<file path="config.mk">
export PLATFORM = sky130hd
export DESIGN_NAME = dm_arbiter
export DESIGN_NICKNAME = d
export VERILOG_FILES = /design/src/rtl/dm_arb_pkg.sv /design/src/rtl/dm_arbiter_sat_counter.sv /design/src/rtl/dm_arbiter.sv
export SDC_FILE = /design/constraint.sdc
export NUM_CORES = 1
export LEC_CHECK = 0
export CELL_PAD_IN_SITES_DETAIL_PLACEMENT = 0
export CELL_PAD_IN_SITES_GLOBAL_PLACEMENT = 1
export CORE_MARGIN = 2
export CORE_UTILIZATION = 30
export CTS_CLUSTER_DIAMETER = 120
export DETAILED_ROUTE_END_ITERATION = 10
export PLACE_DENSITY_LB_ADDON = 0.1
export SLEW_MARGIN = 20
export SYNTH_ARGS = -nofsm -noshare
export SYNTH_HDL_FRONTEND = slang
export SYNTH_HIERARCHICAL = 1
export SYNTH_SLANG_ARGS = --single-unit
</file>
<file path="constraint.sdc">
create_clock -name clk -period 3.67 [get_ports clk]
set_input_delay 0.367 -clock clk [delete_from_list [all_inputs] [get_ports clk]]
set_output_delay 0.367 -clock clk [all_outputs]
set_load 0.05 [all_outputs]
</file>
<file path="src/rtl/dm_arb_pkg.sv">
// Shared types and default widths for the data-memory arbiter.
package dm_arb_pkg;

    typedef enum logic [1:0] {
        IDLE  = 2'd0,
        WAIT  = 2'd1,
        FORCE = 2'd2,
        DONE  = 2'd3
    } arb_state_t;

    localparam int FORCE_CNT_W = 8;
    localparam int DEF_ADDR_W  = 4;
    localparam int DEF_DATA_W  = 4;

endpackage

</file>
<file path="src/rtl/dm_arbiter_sat_counter.sv">
// Saturating up-counter with synchronous active-low clear.
module sat_counter #(
    parameter int W = 8
) (
    input  logic         clk,
    input  logic         clear_n,
    input  logic         inc,
    output logic [W-1:0] count
);

    logic [W-1:0] count_q;

    always_ff @(posedge clk) begin
        if (!clear_n) begin
            count_q <= '0;
        end else if (inc && (count_q != {W{1'b1}})) begin
            count_q <= count_q + W'(1);
        end
    end

    assign count = count_q;

endmodule

</file>
<file path="src/rtl/dm_arbiter.sv">
// Data-memory arbiter: core has priority, host takes idle cycles, and a
// starved host forces one access by holding the core for a single cycle.
module dm_arbiter
    import dm_arb_pkg::*;
#(
    parameter int STARVE_LIMIT = 4,
    parameter int ADDR_W       = DEF_ADDR_W,
    parameter int DATA_W       = DEF_DATA_W
) (
    input  logic                   clk,
    input  logic                   reset_n,
    input  logic                   cpu_active,
    input  logic [ADDR_W-1:0]      cpu_addr,
    input  logic [DATA_W-1:0]      cpu_wdata,
    input  logic                   cpu_wren,
    output logic                   cpu_hold,
    input  logic                   host_req,
    input  logic                   host_we,
    input  logic [ADDR_W-1:0]      host_addr,
    input  logic [DATA_W-1:0]      host_wdata,
    output logic                   host_ack,
    output logic [DATA_W-1:0]      host_rdata,
    output logic [ADDR_W-1:0]      mem_addr,
    output logic [DATA_W-1:0]      mem_data,
    output logic                   mem_wren,
    input  logic [DATA_W-1:0]      mem_q,
    output logic                   host_grant,
    output logic [FORCE_CNT_W-1:0] force_count,
    output logic                   conflict_err
);

    localparam logic [3:0] WAIT_LAST = 4'(STARVE_LIMIT - 1);

    arb_state_t        state_q;
    logic [3:0]        wait_cnt_q;
    logic              cpu_hold_q;
    logic              host_ack_q;
    logic              conflict_q;
    logic [DATA_W-1:0] host_rdata_q;

    // In WAIT the core still wins; only FORCE overrides it.
    assign host_grant = (state_q == FORCE) || ((state_q == WAIT) && !cpu_active);

    always_ff @(posedge clk) begin
        if (!reset_n) begin
            state_q      <= IDLE;
            wait_cnt_q   <= '0;
            cpu_hold_q   <= 1'b0;
            host_ack_q   <= 1'b0;
            conflict_q   <= 1'b0;
            host_rdata_q <= '0;
        end else begin
            host_ack_q <= 1'b0;
            if (host_grant && !host_we) begin
                host_rdata_q <= mem_q;
            end
            case (state_q)
                IDLE: begin
                    if (host_req) begin
                        state_q    <= WAIT;
                        wait_cnt_q <= '0;
                    end
                end
                WAIT: begin
                    if (!cpu_active) begin
                        state_q    <= DONE;
                        host_ack_q <= 1'b1;
                    end else if (wait_cnt_q == WAIT_LAST) begin
                        state_q    <= FORCE;
                        cpu_hold_q <= 1'b1;
                    end else begin
                        wait_cnt_q <= wait_cnt_q + 4'd1;
                    end
                end
                FORCE: begin
                    state_q    <= DONE;
                    host_ack_q <= 1'b1;
                    cpu_hold_q <= 1'b0;
                    if (cpu_active) begin
                        conflict_q <= 1'b1;
                    end
                end
                DONE: begin
                    state_q <= IDLE;
                end
                default: begin
                    state_q <= IDLE;
                end
            endcase
        end
    end

    // Core write in the FORCE cycle is dropped because the host owns the mux.
    assign mem_addr = host_grant ? host_addr  : cpu_addr;
    assign mem_data = host_grant ? host_wdata : cpu_wdata;
    assign mem_wren = host_grant ? host_we    : cpu_wren;

    sat_counter #(
        .W (FORCE_CNT_W)
    ) u_force_cnt (
        .clk     (clk),
        .clear_n (reset_n),
        .inc     (state_q == FORCE),
        .count   (force_count)
    );

    assign cpu_hold     = cpu_hold_q;
    assign host_ack     = host_ack_q;
    assign host_rdata   = host_rdata_q;
    assign conflict_err = conflict_q;

endmodule

</file>
# == Yosys cells after proc, flatten, opt, wreduce, memory -nomap -nowiden ==
# Cells that the tools add are included.
# op_classes
addsub,2
eq_ne,10
n_mux,16
reduce_logical,13
# ops
operator,n
2-to-1 mux 4 bit,5
adder 8 x 1 -> 8 bit (second input constant),1
!= test 8 bit (second input constant),1
one-hot mux 2 bit (4 select lines),1
one-hot mux 4 bit (2 select lines),1
2-to-1 mux 2 bit,3
!= test 2 bit (second input constant),3
adder 4 x 1 -> 4 bit (second input constant),1
equality test 2 bit (second input constant),2
equality test 4 x 2 -> 1 bit (second input constant),1
2-to-1 mux 1 bit,4
one-hot mux 1 bit (2 select lines),2
AND reduction 2 bit,2
AND reduction 4 bit,1
nonzero test 2 bit,2
logical AND 1 bit,3
!= test 3 x 2 -> 1 bit (second input constant),1
AND reduction 3 bit,1
equality test 2 x 1 -> 1 bit (second input constant),1
zero test 1 bit,2
zero test 2 bit,1
!= test 2 x 1 -> 1 bit (second input constant),1
logical OR 1 bit,1
# word_totals
register_bits,21
inputBits,26
output_inout_bits,25
wordCells,48

# == Logic depth before layout (Yosys ltp) ==
# Gate-level depths: netlist of the first run.
# depth
depth_word,4
depth_mapped,7
ltp_nobuf,7

# == Modules after synthesis ==
# The synthesis of the first run kept the hierarchy.
# modules_own_cells
mod,n_inst,cells_per_inst,area_per_inst_um2,seq_area_each_um2
dm_arbiter,1,86,760.7,260.2
sat_counter,1,47,404.1,160.2

# == Worst setup path after synthesis of the first run ==
# OpenSTA, ideal clock, no wires.
# synth_timing
path_type,flip-flop to output port
from,register state_q[1]
to,output port mem_addr[0]
t_arrival_ns,1.616
t_required_ns,3.303
slack_ns,1.687
stages_incl_launch_ff,6
n_path_buf,0
cell_sequence,dfxtp_1 > inv_1 > ha_1 > and2b_1 > nor2_2 > mux2_2
# synth_via
elab_chain_len,4
elab_cells_between_ends,5
classes_between,eq/ne (2); mux (1); reduce/logical (2)
# synth_rtl
item,line_no,text
"start, declared",dm_arbiter.sv:34,arb_state_t state_q;
"start signal, assigned",dm_arbiter.sv:46,state_q <= IDLE;
"start signal, assigned",dm_arbiter.sv:60,state_q <= WAIT;
"start signal, assigned",dm_arbiter.sv:66,state_q <= DONE;
equality test 2 x 1 -> 1 bit,dm_arbiter.sv:42,assign host_grant = (state_q == FORCE) || ((state_q == WAIT) && !cpu_active);
logical AND 1 bit,dm_arbiter.sv:42,
logical OR 1 bit *,dm_arbiter.sv:42,
2-to-1 mux 4 bit *,dm_arbiter.sv:94,assign mem_addr = host_grant ? host_addr : cpu_addr;
"end, declared",dm_arbiter.sv:23,"output logic [ADDR_W-1:0] mem_addr,"
# Every way passes the cells marked *; elsewhere a longest branch is shown, timed or not.

# == Worst setup path after layout of the first run ==
# layout_timing
from,input port cpu_active
to,output port mem_data[0]
# layout_via
elab_chain_len,4
# layout_rtl
item,line_no,text
"start, declared",dm_arbiter.sv:12,"input logic cpu_active,"
zero test 1 bit,--,
logical AND 1 bit,dm_arbiter.sv:42,
logical OR 1 bit,dm_arbiter.sv:42,
2-to-1 mux 4 bit,dm_arbiter.sv:95,assign mem_data = host_grant ? host_wdata : cpu_wdata;
"end, declared",dm_arbiter.sv:24,"output logic [DATA_W-1:0] mem_data,"
# No other way between the ends.

==> results.md, run 1 <==
* First-pass GRT wire length at 5057 um
* Port Buf Inserts at 50
* Critical Path AT at 2.65 ns
* Post-synthesis cell area at 0.001165 mm2
* Final setup margin at 0.6542 ns
* Clk_lat worst skew at 0.26 ns
* Count of TritonRoute iterations in the first routing pass at 4
* Sequential fraction of design power at 25.3%
* Syn_area_per_cell at 8.758 um2
* Max Slew Vio Count at 0
* Slew @ Worst Pin at 0.5072 ns
* Lkg Pwr at 0.6423 nW
* Max cap viols at 0
* Final non-filler cell total at 235
* Pint at 0.5931 mW
* Setup crit end kind: primary output
* Post-Place Setup Slack at 0.6426 ns
* GR Overflow Total at 0
* Fin crit share at 82.17%
* Routed WL per cell at 12.91 um
* Clock power frac at 13.9%
* YS warnings at 6
* Area grow syn2layout at 52.31%
* Switch Pwr at 0.5312 mW
* Final hold viol count at 0
* Crit path time final at 3.016 ns
* Vias in the first global route at 1,143
* Setup_tns at 0 ns
* DRT antenna net count at 0
* Die Y at 66.31 um
* Antenna fix cells at 0
* Vias per inst at 4.979
* Final HPWL DP at 2316 um
* Maximum VDD drop at 0.3116 mV
* Routed Wire Length at 3033 um
* Number of I/O pins at 51
* Placed insts at 231
* Final Wtd Congestion at 0.7742
* # fillers at 380
* Crit path max fanout at 8
* Startpoint types: input port
* Yosys reg bits at 21
* Core ar. at 0.003689 mm2
* Gates resized, CTS repair at 0
* DRC Markers at 0
* Fmax at 0.3316 GHz
* Commonest non-fill, non-tap cell in the layout: clkdlybuf4s50_1
* Clock sinks at 21
* Chip width at 66.31 um
* PD cells at 633.7 mW/mm2
* Num CTS Buffers at 3
* Post-synthesis sequential area ratio at 36.09%
* Syn Nets at 166
* CTS H-tree lvls at 1
* Type of the worst min-delay path: register to register
* Mapped Cells at 133
* Switching Fraction at 47.25%
* Layout Nets at 221
* Row count at 22
* Relative slew slack at 66.08%
* Postcts setup bufs at 0
* CTS Hold Buffers Added at 0
* Root Buffer: clkbuf_8
* RSZ-0062 raised after global routing: false
* Global Route Usage Sum at 14.66%
* Outcome: completed
* Antenna violations before repair at 0
* Starting Density at 31.58%
* Largest net degree at the start of global routing at 16
* Setup Skew at 0.001279 ns
* Most frequent cells in the layout: clkdlybuf4s50_1 (50), dfxtp_1 (21), nand2_1 (17)
* Combinational cell fraction of total power at 60.9%
* DR iter-0 viols at 41
* Cell variety after synth at 36
* CTS tree: yes
* Via Count at 1,170
* WS Path Type: input port to primary output
* Worst endpoint required time at 3.30 ns
* CTS Buffer Depth at 2
* Worst-path clk slew at 0.08 ns
* Final Setup Violations at 0
* Share of layout cells above drive strength 1 at 10.16%
* Die area at 0.004397 mm2
critical path, cell delays in order:
cell and delay, ns:
clkdlybuf4s50_1 0.60, and2b_1 0.27, nor2_2 0.31, mux2_2 0.38, clkdlybuf4s50_1 0.71
metal layers:
| layer | up-vias | wire (um) | global-route usage [%] |
|---|---|---|---|
| li1 | 600 | - | - |
| met1 | 512 | 1409 | 18.82 |
| met2 | 56 | 1349 | 24.75 |
| met3 | 2 | 255 | 3.578 |
| met4 | 0 | 18 | 3.061 |
| met5 | - | 0 | 0 |
registers in the layout, indices dropped and copies added (netlist names):
signal,cells
state_q,2
u_force_cnt/count,8
host_rdata,4
cpu_hold,1
conflict_err,1
wait_cnt_q,4
host_ack,1
final timing paths:
kind | startpoint | end | slack [ns] | cells past startpoint
setup / recovery | cpu_active | mem_data[0] | 0.65 | 5
hold / removal | host_rdata[2]$_SDFFE_PN0P_ | host_rdata[2]$_SDFFE_PN0P_ | 0.48 | 2
setup reg to reg | state_q[1]$_SDFFE_PN0P_ | wait_cnt_q[3]$_SDFFE_PN0P_ | 1.92 | 6
hold reg to reg | host_rdata[2]$_SDFFE_PN0P_ | host_rdata[2]$_SDFFE_PN0P_ | 0.48 | 2
stage by stage:
stage	util [%]	power, mW	area [um2]	hold slack [ns]
after floorplan	-	0.7690	1165	0.4667
after CTS	48.10	1.137	1774	0.4837
final	48.10	1.124	1774	0.4795
after global routing	48.10	1.198	1774	0.5089
after detailed placement	46.85	0.9742	1728	0.4688
after global placement	46.85	0.9734	1728	0.4623
Yosys cell counts (all sizes together):
cell type	count	area, um2
nor2	7	36.29
o22ai	1	6.260
clkinv	1	3.750
nor3	4	20.02
nand3	5	25.02
a311oi	3	26.28
nand4	4	25.02
mux2i	3	30.03
buf	1	5.000
o21ai	6	30.03
mux2	10	112.6
a31oi	2	12.51
o21bai	2	15.01
ha	7	87.58
inv	7	26.28
nand2	17	63.81
dfxtp	21	420.4
a32oi	1	8.760
or4	1	7.510
a21oi	12	60.06
and3	2	12.51
or3b	1	8.760
a21boi	2	18.77
nand2b	2	12.51
nor3b	1	7.510
and4	2	18.77
o31ai	1	7.510
and2b	1	7.510
nand3b	1	7.510
a211oi	3	22.52
o311a	1	10.01
a211o	1	8.760
power groups by stage:
stage / registers, mW / clock network, mW / logic [mW]
global route: 0.290 / 0.172 / 0.736
floorplan: 0.343 / 0 / 0.426
global placement: 0.287 / 0 / 0.686
detailed placement: 0.290 / 0 / 0.684
finish: 0.284 / 0.156 / 0.684
CTS: 0.285 / 0.162 / 0.690
cell families after synthesis:
logic type | Yosys count | share of synthesized area, %
simple gates | 48 | 21.70
compound gates | 35 | 19.44
flops | 21 | 36.09
mux | 13 | 12.25
buf+inv | 9 | 3.007
fa+ha+maj | 7 | 7.518
layout make-up:
cell class	count	area, um2	area share (%)
tap	48	60.06	3.385
clock buffer	3	41.29	2.327
sequential	21	420.4	23.70
inverter	8	30.03	1.693
timing repair buffer	51	508.0	28.63
multi-input combinational	103	709.4	39.99
clock inverter	1	5.005	0.2821
Note: power is estimated with default switching activity, not from simulation.
==> inputs of run 2 (changes only) <==
- CORE_UTILIZATION: 30 -> 29
- clock period: 3.67 -> 3.1 ns (I/O delays scaled with it)
==> results.md, run 2 (synthesis results as in run 1) <==
* Outcome: completed (unchanged)
* Routed WL per cell at 13.20 um (was 12.91 um)
* Max stage delay on crit path at 0.70 ns (was 0.71 ns)
* Final Wtd Congestion at 0.8323 (was 0.7742)
* Via Count at 1,133 (was 1,170)
* Lkg Pwr at 0.6494 nW (was 0.6423 nW)
* GR Overflow Total at 0 (unchanged)
* Final HPWL DP at 2445 um (was 2316 um)
* CP max stage cell: clkdlybuf4s50_1 (unchanged)
* Largest net degree at the start of global routing at 16 (unchanged)
* WS Path Type: register to primary output (was input port to primary output)
* Die area at 0.004540 mm2 (was 0.004397 mm2)
* Final Hold Slack at 0.4790 ns (was 0.4795 ns)
* Cell Chain, Critical Path: inv_1, ha_1, and2b_1, nor2_4, mux2_2, clkdlybuf4s50_1 (was clkdlybuf4s50_1, and2b_1, nor2_2, mux2_2, clkdlybuf4s50_1)
* Multi-input logic area at 709.4 um2 (unchanged)
* Commonest non-fill, non-tap cell in the layout: clkdlybuf4s50_1 (unchanged)
* Met1 Wirelength at 1466 um (was 1409 um)
* Root Buffer: clkbuf_8 (unchanged)
* Max FFs per register at 8 (unchanged)
* Startpoint types: register (was input port)
* Register area at 420.4 um2 (unchanged)
* Slew @ Worst Pin at 0.5035 ns (was 0.5072 ns)
* CTS tree: yes (unchanged)
* Critical Path AT at 2.45 ns (was 2.65 ns)
* Antenna fix cells at 0 (unchanged)
* Fin crit share at 89.02%
* Most frequent cells in the layout: clkdlybuf4s50_1 (42), dfxtp_1 (21), nand2_1 (17) (was clkdlybuf4s50_1 (50), dfxtp_1 (21), nand2_1 (17))
* Met3 wire length at 60 um (was 255 um)
* R2R depth at 6 (unchanged)
* Die Y at 67.38 um (was 66.31 um)
* Crit path time final at 2.760 ns
* Global Route Usage Sum at 14.59% (was 14.66%)
* Critical path depth at 6 (was 5)
* Clk_lat worst skew at 0.26 ns (about the same)
* DR iter-0 viols at 83 (was 41)
* DRT antenna net count at 0 (unchanged)
* Setup Skew at 0.006305 ns (was 0.001279 ns)
* CTS Buffer Depth at 2 (unchanged)
* Overall power at 1.316 mW (was 1.124 mW)
* Layout Nets at 221 (unchanged)
* Share of layout cells above drive strength 1 at 14.44% (was 10.16%)
* Final Setup Violations at 0 (unchanged)
* PD cells at 749.2 mW/mm2 (was 633.7 mW/mm2)
* Fmax at 0.3624 GHz
* CTS H-tree lvls at 1 (unchanged)
* Relative slew slack at 66.33% (was 66.08%)
* Area grow syn2layout at 50.81% (was 52.31%)
* Num CTS Buffers at 3 (unchanged)
* Postcts setup bufs at 0 (unchanged)
* Max cap viols at 0 (unchanged)
* Core ar. at 0.003943 mm2 (was 0.003689 mm2)
* Gates resized, CTS repair at 0 (unchanged)
* Number of I/O pins at 51 (unchanged)
* Starting Density at 29.55% (was 31.58%)
* Count of TritonRoute iterations in the first routing pass at 4 (unchanged)
* Port Buf Inserts at 50 (unchanged)
* Crit path buffers/inverters at 2 (unchanged)
* Setup crit end kind: primary output (unchanged)
* Maximum VDD drop at 0.3437 mV (was 0.3116 mV)
* Worst-path clk slew at 0.08 ns (about the same)
* Type of the worst min-delay path: register to register (unchanged)
* Crit path max fanout at 7 (was 8)
* Clock sinks at 21 (unchanged)
* First-pass GRT wire length at 5030 um (was 5057 um)
* # fillers at 387 (was 380)
* Row count at 23 (was 22)
* Antenna violations before repair at 0 (unchanged)
* Hold path cells at 2 (unchanged)
* Worst endpoint required time at 2.79 ns (was 3.30 ns)
* Wire length on met2 at 1582 um (was 1349 um)
* RSZ-0062 raised after global routing: false (unchanged)
* Vias in the first global route at 1,072 (was 1,143)
* DRC Markers at 0 (unchanged)
* Setup_tns at 0 ns (unchanged)
* Routed Wire Length at 3128 um (was 3033 um)
* Final hold viol count at 0 (unchanged)
* Chip width at 67.38 um (was 66.31 um)
* Vias per inst at 4.781 (was 4.979)
* Max Slew Vio Count at 0 (unchanged)
* CTS Hold Buffers Added at 0 (unchanged)
* Crit path max-delay family: buffers and inverters (unchanged)
* Top sig layer: met4 (unchanged)
-- run 2: worst paths after layout --
check,startpoint,endpoint,slack [ns]
worst min-delay path,host_rdata[3]$_SDFFE_PN0P_,host_rdata[3]$_SDFFE_PN0P_,0.48
worst min register to register,host_rdata[3]$_SDFFE_PN0P_,host_rdata[3]$_SDFFE_PN0P_,0.48
worst max-delay path,state_q[1]$_SDFFE_PN0P_,mem_wren,0.34
worst max register to register,state_q[1]$_SDFFE_PN0P_,wait_cnt_q[3]$_SDFFE_PN0P_,1.34
-- run 2: final cells by class --
cell class	count	share of cell area [%]
Clock buffer	3	2.350
Inverter	8	1.709
Timing Repair Buffer	51	27.78
Tap cell	50	3.561
Clock inverter	1	0.2849
Multi-Input combinational cell	103	40.38
Sequential cell	21	23.93
-- run 2: where the power goes --
group          total [mW]  internal, mW  switching [mW]  leakage (nW)
Clock               0.180        0.0895          0.0908        0.0255
Combinational       0.801         0.293           0.509         0.454
Sequential          0.334         0.306          0.0285         0.170
-- run 2: metal layers --
| layer | vias to the layer above | global-route usage [%] |
|---|---|---|
| met4 | 0 | 5.357 |
| li1 | 601 | - |
| met1 | 516 | 18.50 |
| met5 | - | 0 |
| met3 | 2 | 2.000 |
| met2 | 14 | 25.12 |
-- run 2: worst reg2reg max path: cells and delay by family (launching register included) --
kind	cells	cell delay, ns
compound gates	2	0.67
fa+ha+maj	1	0.30
buf+inv	1	0.12
flops	1	0.33
mux	1	0.19
simple gates	1	0.07
-- run 2: stage by stage --
stage          worst slack, ns  util [%]  instances  instance area [um2]
2_1_floorplan            1.174         -        133                 1165
4_1_cts                 0.3201     44.56        237                 1757
6_report                0.3405     44.56        237                 1757
3_3_place_gp            0.4070     43.38        233                 1710
3_5_place_dp            0.3710     43.38        233                 1710
5_1_grt                 0.2400     44.56        237                 1757
